===== src/rtl/counter_seq_pkg.sv =====
// Shared types and constants for the counter command sequencer.
// The step index is packed as {enable, load, dec}, so a step value maps directly onto the counter's control pins.
package counter_seq_pkg;

  typedef enum logic [1:0] {
    IDLE,
    RUN,
    DONE
  } seq_state_t;

  localparam logic [2:0] STEP_LAST = 3'd7;
  localparam logic [7:0] THR_SAT   = 8'd255;

  // Bit positions of each control within the step index
  localparam int STEP_EN  = 2;
  localparam int STEP_LD  = 1;
  localparam int STEP_DEC = 0;

endpackage


===== src/rtl/counter_cmd_sequencer_hold_timer.sv =====
// Hold timer: counts enabled cycles from 0 up to HOLD_CYCLES-1 and then wraps to 0.
// tc is high while the count sits on its last value, which marks the final cycle of a step.
module hold_timer #(
  parameter int HOLD_CYCLES = 20
) (
  input  logic clock,
  input  logic reset,
  input  logic clear,
  input  logic en,
  output logic tc
);

  localparam logic [15:0] TC_VALUE = 16'(HOLD_CYCLES - 1);

  logic [15:0] count;

  // NOTE: registers are written with non-blocking (<=) assignments so every flop samples its pre-edge inputs.
  always_ff @(posedge clock) begin
    if (reset || clear) begin
      count <= '0;
    end else if (en) begin
      count <= tc ? '0 : count + 16'd1;
    end
  end

  assign tc = (count == TC_VALUE);

endmodule


===== src/rtl/counter_cmd_sequencer.sv =====
// Sweeps the counter's {enable, load, dec} controls through all 8 combinations, holding each for HOLD_CYCLES cycles.
// While sweeping it counts threshold hits and tracks the largest counterN value seen.
module counter_cmd_sequencer
  import counter_seq_pkg::*;
#(
  parameter int N           = 4,
  parameter int HOLD_CYCLES = 20
) (
  input  logic         clock,
  input  logic         reset,
  input  logic         start,
  input  logic [N-1:0] ref_value,
  input  logic [N-1:0] counterN,
  input  logic         threshold,
  output logic         enable,
  output logic         load,
  output logic         dec,
  output logic [N-1:0] load_ref_value,
  output logic [2:0]   step,
  output logic         busy,
  output logic         done,
  output logic [7:0]   thr_hits,
  output logic [N-1:0] max_count
);

  seq_state_t   state, state_nx;
  logic [2:0]   step_nx, ctrl_nx;
  logic [N-1:0] ref_nx, max_nx;
  logic [7:0]   thr_nx;
  logic         busy_nx, done_nx;
  logic         timer_clr, timer_en, timer_tc;

  hold_timer #(.HOLD_CYCLES(HOLD_CYCLES)) u_hold_timer (
    .clock (clock),
    .reset (reset),
    .clear (timer_clr),
    .en    (timer_en),
    .tc    (timer_tc)
  );

  // NOTE: every always_comb output gets a default first; a path that leaves one unassigned would infer a latch.
  always_comb begin
    state_nx  = state;
    step_nx   = step;
    ref_nx    = load_ref_value;
    thr_nx    = thr_hits;
    max_nx    = max_count;
    ctrl_nx   = 3'b000;
    busy_nx   = 1'b0;
    done_nx   = 1'b0;
    timer_clr = 1'b0;
    timer_en  = 1'b0;

    unique case (state)
      IDLE: begin
        if (start) begin
          state_nx  = RUN;
          ref_nx    = ref_value;
          thr_nx    = '0;
          max_nx    = '0;
          step_nx   = '0;
          timer_clr = 1'b1;
          busy_nx   = 1'b1;
        end
      end

      RUN: begin
        timer_en = 1'b1;
        // Feedback is taken as-is; it reflects the controls of the previous cycle.
        if (threshold && thr_hits != THR_SAT) thr_nx = thr_hits + 8'd1;
        if (counterN > max_count)             max_nx = counterN;

        if (timer_tc && step == STEP_LAST) begin
          state_nx = DONE;
          done_nx  = 1'b1;
        end else begin
          busy_nx = 1'b1;
          if (timer_tc) step_nx = step + 3'd1;
          ctrl_nx = step_nx;
        end
      end

      DONE: begin
        state_nx = IDLE;
        step_nx  = '0;
      end

      default: state_nx = IDLE;
    endcase
  end

  always_ff @(posedge clock) begin
    if (reset) begin
      state          <= IDLE;
      step           <= '0;
      enable         <= 1'b0;
      load           <= 1'b0;
      dec            <= 1'b0;
      load_ref_value <= '0;
      busy           <= 1'b0;
      done           <= 1'b0;
      thr_hits       <= '0;
      max_count      <= '0;
    end else begin
      state          <= state_nx;
      step           <= step_nx;
      enable         <= ctrl_nx[STEP_EN];
      load           <= ctrl_nx[STEP_LD];
      dec            <= ctrl_nx[STEP_DEC];
      load_ref_value <= ref_nx;
      busy           <= busy_nx;
      done           <= done_nx;
      thr_hits       <= thr_nx;
      max_count      <= max_nx;
    end
  end

endmodule


===== config.mk =====
export PLATFORM = sky130hd
export DESIGN_NAME = counter_cmd_sequencer
export DESIGN_NICKNAME = d
export VERILOG_FILES = /design/src/rtl/counter_seq_pkg.sv /design/src/rtl/counter_cmd_sequencer_hold_timer.sv /design/src/rtl/counter_cmd_sequencer.sv
export SDC_FILE = /design/constraint.sdc
export NUM_CORES = 1
export LEC_CHECK = 0
export BUFFER_PORTS_ARGS = -buffer_cell sky130_fd_sc_hd__buf_2
export CORE_MARGIN = 2
export CORE_UTILIZATION = 55
export CTS_CLUSTER_DIAMETER = 200
export CTS_CLUSTER_SIZE = 10
export DETAILED_ROUTE_END_ITERATION = 10
export GPL_TIMING_DRIVEN = 0
export PLACE_DENSITY_LB_ADDON = 0.25
export SYNTH_ARGS = -nofsm -noshare
export SYNTH_HDL_FRONTEND = slang
export SYNTH_HIERARCHICAL = 1
export SYNTH_SLANG_ARGS = --single-unit

===== constraint.sdc =====
create_clock -name clock -period 2.5 [get_ports clock]
set_input_delay 0.375 -clock clock [delete_from_list [all_inputs] [get_ports clock]]
set_output_delay 0.375 -clock clock [all_outputs]
set_load 0.005 [all_outputs]

======== Word-level counts from Yosys, hierarchy flattened ========
Cells that the tools add are included.
operators by class
  muxes and demuxes ....................... 20
  reduce and logical (&&, ||, !) cells .... 13
  add/subtract/negate cells ............... 3
  bitwise gates (word level) .............. 1
  equal/unequal tests ..................... 10
  order comparisons ....................... 1
operator list
  cell                                                                     number
  16-bit by 1-bit adder with 16-bit output (second input constant)         1
  16-bit by 5-bit equality test with 1-bit output (second input constant)  1
  16-bit two-way mux                                                       1
  8-bit two-way mux                                                        2
  8-bit case mux with 2 select lines                                       1
  2-bit != test (second input constant)                                    5
  3-bit two-way mux                                                        3
  3-bit case mux with 3 select lines                                       1
  3-bit AND reduction                                                      3
  8-bit by 1-bit adder with 8-bit output (second input constant)           1
  4-bit two-way mux                                                        2
  8-bit != test (second input constant)                                    1
  4-bit case mux with 2 select lines                                       1
  1-bit two-way mux                                                        5
  4-bit greater-than comparator                                            1
  2-bit two-way mux                                                        2
  2-bit case mux with 2 select lines                                       1
  2-bit AND reduction                                                      2
  3-bit by 1-bit adder with 3-bit output (second input constant)           1
  3-bit equality test (second input constant)                              1
  3-bit nonzero test                                                       1
  3-bit OR reduction                                                       1
  2-bit by 1-bit equality test with 1-bit output (second input constant)   1
  2-bit equality test (second input constant)                              1
  other kinds (7)                                                          8
storage, ports and cells
  input bits .............................. 12
  output and inout port bits .............. 24
  flip-flop bits (word level) ............. 42

======== Longest topological paths before layout ========
Gate-level depths: netlist (run 1).
  depth after elaboration ................. 4
  gate-level depth with buffers ........... 7

======== Modules after synthesis ========
Netlist (run 1), hierarchy kept.
modules (own cells, without submodules)
  module                 times used  cells an instance  area an instance (um2)
  counter_cmd_sequencer  1           138                1233.7
  hold_timer             1           86                 764.5

======== Worst setup path before layout (run 1) ========
Ideal clock, no wire load.
  kind .................................... reg2reg
  start ................................... register u_hold_timer.count[0]
  end ..................................... register step[1]
  stages on the path, launching flop included .. 8
  slack ................................... 0.741 ns
  path buffers ............................ 0
  data arrival time ....................... 1.631 ns
  path through ............................ dfxtp_1 ha_1 nor4bb_1 and4_4 nor2b_1 a2bb2oi_1 a22oi_1 nor2_1
between the ends
  longest elaborated chain between the ends .. 4
  elaborated cells on any way between the ends .. 7
ends and longest elaborated chain
  item                                                                              RTL line                                                  source
  start: declaration                                                                counter_cmd_sequencer_hold_timer.sv:15                    logic [15:0] count;
  start signal: assignment                                                          counter_cmd_sequencer_hold_timer.sv:22                    count <= tc ? '0 : count + 16'd1;
  16-bit by 5-bit equality test with 1-bit output *                                 counter_cmd_sequencer_hold_timer.sv:26                    assign tc = (count == TC_VALUE);
  via timer_tc                                                                      counter_cmd_sequencer.sv:31                               logic timer_clr, timer_en, timer_tc;
  3-bit two-way mux / 1-bit logical AND (equally long branches)                     counter_cmd_sequencer.sv:78, counter_cmd_sequencer.sv:73
  3-bit two-way mux / 2-bit != test (equally long branches)                         -
  3-bit case mux with 3 select lines / 3-bit AND reduction (equally long branches)  -
  end signal: assignment                                                            counter_cmd_sequencer.sv:106                              step <= step_nx;
  end: declaration                                                                  counter_cmd_sequencer.sv:19                               output logic [2:0] step,
Mark *: on every way through the listed nets, which the timed path passes. The rest lies on a longest branch. The select of a mux whose other input is x is not followed.
A chain may end at the register's enable or synchronous reset.

======== Worst setup path after layout (run 1) ========
  start ................................... register state[0]
  end ..................................... register u_hold_timer.count[13]
between the ends
  longest elaborated chain between the ends .. 3
  elaborated cells on any way between the ends .. 5
ends and longest elaborated chain
  item                      RTL line                                source
  start: declaration        counter_cmd_sequencer.sv:26             seq_state_t state, state_nx;
  start signal: assignment  counter_cmd_sequencer.sv:105            state <= state_nx;
  2-bit logical NOT         counter_cmd_sequencer.sv:54             unique case (state)
  1-bit two-way mux         counter_cmd_sequencer.sv:54
  1-bit logical OR          counter_cmd_sequencer_hold_timer.sv:19  if (reset || clear) begin
Parallel ways exist; a longest one is shown, timed or not.

==> results.cfg, run 1 <==
[placed_design]
hpwlAfterDp_mm = 2.97
dp.cells = 305
place.gp.congestion = 0.809
numPortBuffers = 35

[outcome]
outcome = complete, no violations

[finish]
final_nets = 286
final_cells = 313
area_growth_pct = 15.4
regArea_um2 = 841
nFillCells = 307
drive_above_1_share_pct = 19.5
num_antenna_cells = 0
multiInputGateArea_um2 = 1080

[die]
rows = 21
core_area_um2 = 3420
die-area_um2 = 4130
ioPinCount = 36
die_width_um = 64.3
die_h_um = 64.3
initial_core_util_pct = 58.5

[critical_path]
worstPathMaxFanout = 10
critPathBufInv = 2
rrSetupSlack_ns = 0.40
worst_setup_path_start_kind = register
path_delay_family = simple AND/OR/NAND/NOR gates
cp.arrival_ns = 2.36
end_kind = register
slowest_stage = dfxtp_1
worstSetupPathType = reg2reg
reg2reg_to = u_hold_timer/count[13]
worstPathCellList = nor2b_1, buf_2, buf_4, nand3_2, nor4_1, xnor2_1, nor2_1
rr_startpoint = state[0]
r2r_cells = 7
required_ns = 2.76
slowest_delay_ns = 0.43

[logic_synthesis]
syn_area_um2 = 2000
ys_seq_area_share_pct = 42.1
async_reset_ff_share_pct = 0
synth-edff-count = 0
yosysUniqueCellTypes = 42
synthCells = 224
ys_seq_elements = 42
ys_warn_count = 6
syn_nets = 244
syn_avg_cell_area_um2 = 8.92
synthFlopType = dfxtp_1

[cts]
post_cts_resized = 0
postCtsHoldBufs = 0
cts_sinks = 42
numCtsBuffers = 5
clockBufferDepth = 2
clock_tree.root_cell = clkbuf_4
post-cts-setup-buffers = 0
clkTransAtPathRegs_ns = 0.12
h-tree-depth = 2
cts_tree = yes
clk_latency_ns = 0.37

[timing]
drv_slew = 0
fin_setup_tns_ns = 0
hold_viol_final = 0
fin_skew_ns = 0.0165
tightest_slew_ns = 0.510
period_minus_slack_ns = 2.10
setup_viol = 0
fin_crit_sh_pct = 84.0
rsz0062_at_grt = false
relSlewSlack_pct = 66.0
max_freq_mhz = 476

[detailed_routing]
drt_wl_total_mm = 4.13
drc = 0
viasPerCell = 5.49
drt-initial-drc-count = 87
postRouteAntennaNets = 0
wl_per_cell_um = 13.2
firstDrtPassIters = 4
num_vias = 1718

[worst_hold_path]
whs_path_depth = 3
hp-start = ref_value[1]
hold_class = in2reg
min_to = load_ref_value[1]

[global_routing]
grt_overflow = 0
grt_start_max_net_pins = 13
grt_usage_pct = 22.1
grt_pass1_wl_mm = 7.11
grt_pass1_vias = 1601
antenna_found_initial = 0

[power]
power.density_nw_per_um2 = 538
power_w = 0.00124
p_leak_nw = 0.906
vdd_drop_max_mv = 0.293

[run]
drv_cap = 0
==> how the worst max path moves through the flow <==
stage                                startpoint                      to  slack (ns)  cells past startpoint
after floorplan           u_hold_timer/count[0]                 step[1]        0.74                      7
after global placement                 state[0]  u_hold_timer/count[14]        0.42                      7
after detailed placement  u_hold_timer/count[0]                 step[2]        0.44                      7
after CTS                 u_hold_timer/count[0]                 step[2]        0.41                      7
after global routing      u_hold_timer/count[0]                 step[2]        0.16                      7
final                                  state[0]  u_hold_timer/count[13]        0.40                      7
==> kinds of logic (layout without fill, tap and decap cells) <==
| family | Yosys count | count (layout) | share of synthesized area (%) |
|---|---|---|---|
| and+or+nand+nor | 105 | 105 | 27.7 |
| DFF | 42 | 42 | 42.1 |
| AOI/OAI and AO/OA | 31 | 31 | 11.5 |
| xor gates and xnor gates | 16 | 16 | 7.01 |
| buffers and inverters | 16 | 59 | 3.69 |
| adders and majority gates | 8 | 8 | 5.01 |
| muxes | 6 | 6 | 3.01 |
==> where the power goes <==
part	switching [W]	leakage (nW)	internal, W
combinational	0.0000657	0.527	0.0000480
clock	0.000224	0.0395	0.000212
sequential	0.00000837	0.340	0.000681
==> Yosys cell counts (2+ instances only) <==
library cell / n / area share, %
dfxtp_1: 42 / 42
mux2i_1: 6 / 3.0
a22oi_1: 2 / 0.75
inv_1: 9 / 1.7
a31oi_1: 2 / 0.63
clkbuf_1: 3 / 0.56
nor2b_1: 5 / 1.6
and3_1: 4 / 1.3
o2111ai_1: 2 / 0.88
ha_1: 8 / 5.0
nand2b_1: 8 / 2.5
nand4_1: 8 / 2.5
or3_1: 3 / 0.94
xor2_1: 5 / 2.2
buf_2: 2 / 0.50
a21oi_1: 13 / 3.3
nand3_1: 8 / 2.0
o31ai_1: 2 / 0.75
nor4_1: 8 / 2.5
xnor2_1: 11 / 4.8
nor2_1: 27 / 5.1
nand2_1: 20 / 3.8
a311oi_1: 2 / 0.88
nor3_1: 6 / 1.5
==> layout make-up <==
cell class	instances	area share, %
sequential	42	36.5
inverter	9	1.47
timing repair buffer	35	7.60
clock buffer	7	1.95
clock inverter	1	1.30
tap	46	2.50
multi-input combinational	166	47.0
buffer	7	1.74
==> per-stage QoR <==
stage | hold slack (ns) | area [um2] | utilization [%] | setup slack [ns]
5_1_grt | 0.246 | 2310 | 67.5 | 0.159
4_1_cts | 0.220 | 2310 | 67.5 | 0.410
6_report | 0.224 | 2310 | 67.5 | 0.400
3_3_place_gp | 0.443 | 2230 | 65.3 | 0.425
2_1_floorplan | 0.453 | 2000 | - | 0.741
3_5_place_dp | 0.445 | 2230 | 65.3 | 0.438
==> registers in the layout (all words and copies together) (netlist names) <==
name and count:
enable 1, state 2, done 1, load_ref_value 4, load 1, busy 1
u_hold_timer/count 16, step 3, dec 1, max_count 4, thr_hits 8
==> placed cells by master (no fill, tap or decap), drive strengths merged, types with 5 or more instances in the layout <==
master,instances
nor4,8
nand2b,8
nand4,8
clkbuf,10
buf,39
nand2,20
xor2,5
ha,8
a21oi,13
mux2i,6
nor2,27
nand3,9
inv,9
nor3,6
xnor2,11
nor2b,5
dfxtp,42
==> per-layer routing <==
layer	wire, um	part of all wire, %	up-vias	GRT usage, %
met2	1910	46	41	35.5
met4	106	2.6	0	12.0
li1	-	-	880	-
met5	0	0	-	0
met1	1950	47	787	27.5
met3	166	4.0	10	4.58
==> tightest hold or removal path, cell delays in order <==
cell     delay, ns
buf_2         0.09
nand2_1       0.04
a21oi_1       0.05
Power figures use the tool's default switching activity.
==> inputs of run 2 (changes only) <==
- clock period: 2.5 -> 2.1 ns (I/O delays scaled with it)
==> run 2 against run 1 <==
Compared with the run above:
- count of clock-buffer cells in the layout did not move
- clock power rose by 17%
- final area rose by 2.6%
- non-clock buffer count did not move
- global-route usage did not move
- final cell count did not move
- first-iteration DRC count rose by 45%
- worst hold slack got worse by 0.051 ns
- sequential share of layout area fell by 0.91 points
- sequential cell count did not move
- register-to-register slack got worse by 0.25 ns
- critical path type unchanged
- highest routed layer unchanged
==> results.cfg, run 2 (same netlist as run 1, synthesis figures left out) <==
[critical_path]
required_ns = 2.37
rrSetupSlack_ns = 0.15
worstSetupPathType = reg2reg
cp.arrival_ns = 2.22
slowest_delay_ns = 0.43
worstPathCellList = nor2b_2, clkbuf_4, buf_4, nand3_4, nor4_1, xnor2_1, nor2_1
rr_startpoint = state[0]
worstSetupStartpoint = state[0]
critPathBufInv = 2
end_kind = register
worstPathMaxFanout = 10
worst_setup_path_start_kind = register
path_delay_family = simple AND/OR/NAND/NOR gates
cp.depth = 7
slowest_stage = dfxtp_1
r2r_cells = 7
reg2reg_to = u_hold_timer/count[9]
crit_end = u_hold_timer/count[9]

[run]
drv_cap = 0

[timing]
fin_skew_ns = 0.0137
fin_crit_sh_pct = 92.9
max_freq_mhz = 512
setup_viol = 0
relSlewSlack_pct = 65.7
hold_ws_ns = 0.173
fin_setup_tns_ns = 0
tightest_slew_ns = 0.515
postLayoutSetupSlackWorst_ns = 0.149
drv_slew = 0
hold_viol_final = 0
period_minus_slack_ns = 1.95

[global_routing]
grt.busiest_layer = met2
antenna_found_initial = 0
grt_usage_pct = 22.1
grt_pass1_wl_mm = 7.11
grt_overflow = 0
met2_usage_pct = 35.5
grt_pass1_vias = 1601
met3_usage_pct = 4.58
use_met1_pct = 27.5
grt_start_max_net_pins = 13

[cts]
cts_sinks = 42
clock_tree.root_cell = clkbuf_4
cts_tree = yes
post-cts-setup-buffers = 0
clkTransAtPathRegs_ns = 0.12
h-tree-depth = 2
clk_latency_ns = 0.36
numCtsBuffers = 5
clockBufferDepth = 2

[finish]
largestRegisters = u_hold_timer/count x16, thr_hits x8
nFillCells = 301
drive_above_1_share_pct = 22.5
final_cells = 313
design_area_um2 = 2360
mostFrequentLayoutCell = dfxtp_1
area_growth_pct = 18.3
final_nets = 286
top_register = u_hold_timer/count
largest_register_ffs = 16
num_antenna_cells = 0
layout_common_cells = dfxtp_1, buf_2, nor2_1

[die]
die_width_um = 64.3
rows = 21
die_h_um = 64.3
ioPinCount = 36
initial_core_util_pct = 58.5
die-area_um2 = 4130
core_area_um2 = 3420

[placed_design]
hpwlAfterDp_mm = 2.97
postPlaceCellArea_um2 = 2230
pre_cts_ws_ns = 0.0384
dp.cells = 305
place.gp.congestion = 0.809
numPortBuffers = 35

[detailed_routing]
drc = 0
drt-initial-drc-count = 126
drt_wl_total_mm = 4.26
viasPerCell = 5.61
firstDrtPassIters = 4
num_vias = 1756
postRouteAntennaNets = 0
wl_per_cell_um = 13.6

[worst_hold_path]
hold_class = in2reg

[power]
power.density_nw_per_um2 = 622
p_leak_nw = 0.921
vdd_drop_max_mv = 0.352

[outcome]
outcome = complete, no violations
## run 2: cell types whose count changed in the layout (fill, tap and decap cells not counted), sizes merged
cell	change
buf	-1
clkbuf	+1
## run 2: worst reg2reg max path, delay by kind of cell, from the launching register on
| family | cells | cell delay (ns) |
|---|---|---|
| simple gates | 4 | 0.85 |
| flops | 1 | 0.43 |
| buf+inv | 2 | 0.43 |
| xor+xnor | 1 | 0.16 |
## run 2: cell type report
cell class / instances / area, um2 / area share, %
Inverter: 9 / 33.8 / 1.43
Buffer: 7 / 42.5 / 1.80
Tap cell: 46 / 57.6 / 2.43
Multi-Input combinational cell: 166 / 1140 / 48.2
Timing Repair Buffer: 35 / 175 / 7.41
Clock buffer: 7 / 45.0 / 1.90
Sequential cell: 42 / 841 / 35.6
Clock inverter: 1 / 30.0 / 1.27
## run 2: worst min-delay path by stage
stage                      startpoint                 to  slack, ns  cells past startpoint
floorplan                ref_value[0]  load_ref_value[0]       0.45                      2
global placement    load_ref_value[2]  load_ref_value[2]       0.44                      2
detailed placement  load_ref_value[2]  load_ref_value[2]       0.45                      2
CTS                      ref_value[1]  load_ref_value[1]       0.16                      3
global route             ref_value[2]  load_ref_value[2]       0.19                      3
finish                   ref_value[3]  load_ref_value[3]       0.17                      3
## run 2: metal layers
layer	wire length (um)	vias up
li1	-	881
met1	1920	823
met2	2060	44
met3	194	8
met4	85	0
met5	0	-
## run 2: per-stage QoR
stage	total power, W	util, %
floorplan	0.000927	-
global placement	0.000971	65.3
detailed placement	0.000974	65.3
CTS	0.00148	67.5
global route	0.00154	69.2
finish	0.00147	69.2
## run 2: what timing repair did
item                                    CTS  global route
endpoints found under the setup margin    0            13
gates resized for setup                   0            12
hold buffers                              0             0
## run 2: power breakdown
part	internal [W]	switching (W)	leakage (nW)
registers	0.000811	0.0000101	0.340
clock network	0.000253	0.000259	0.0395
logic	0.0000585	0.0000788	0.541
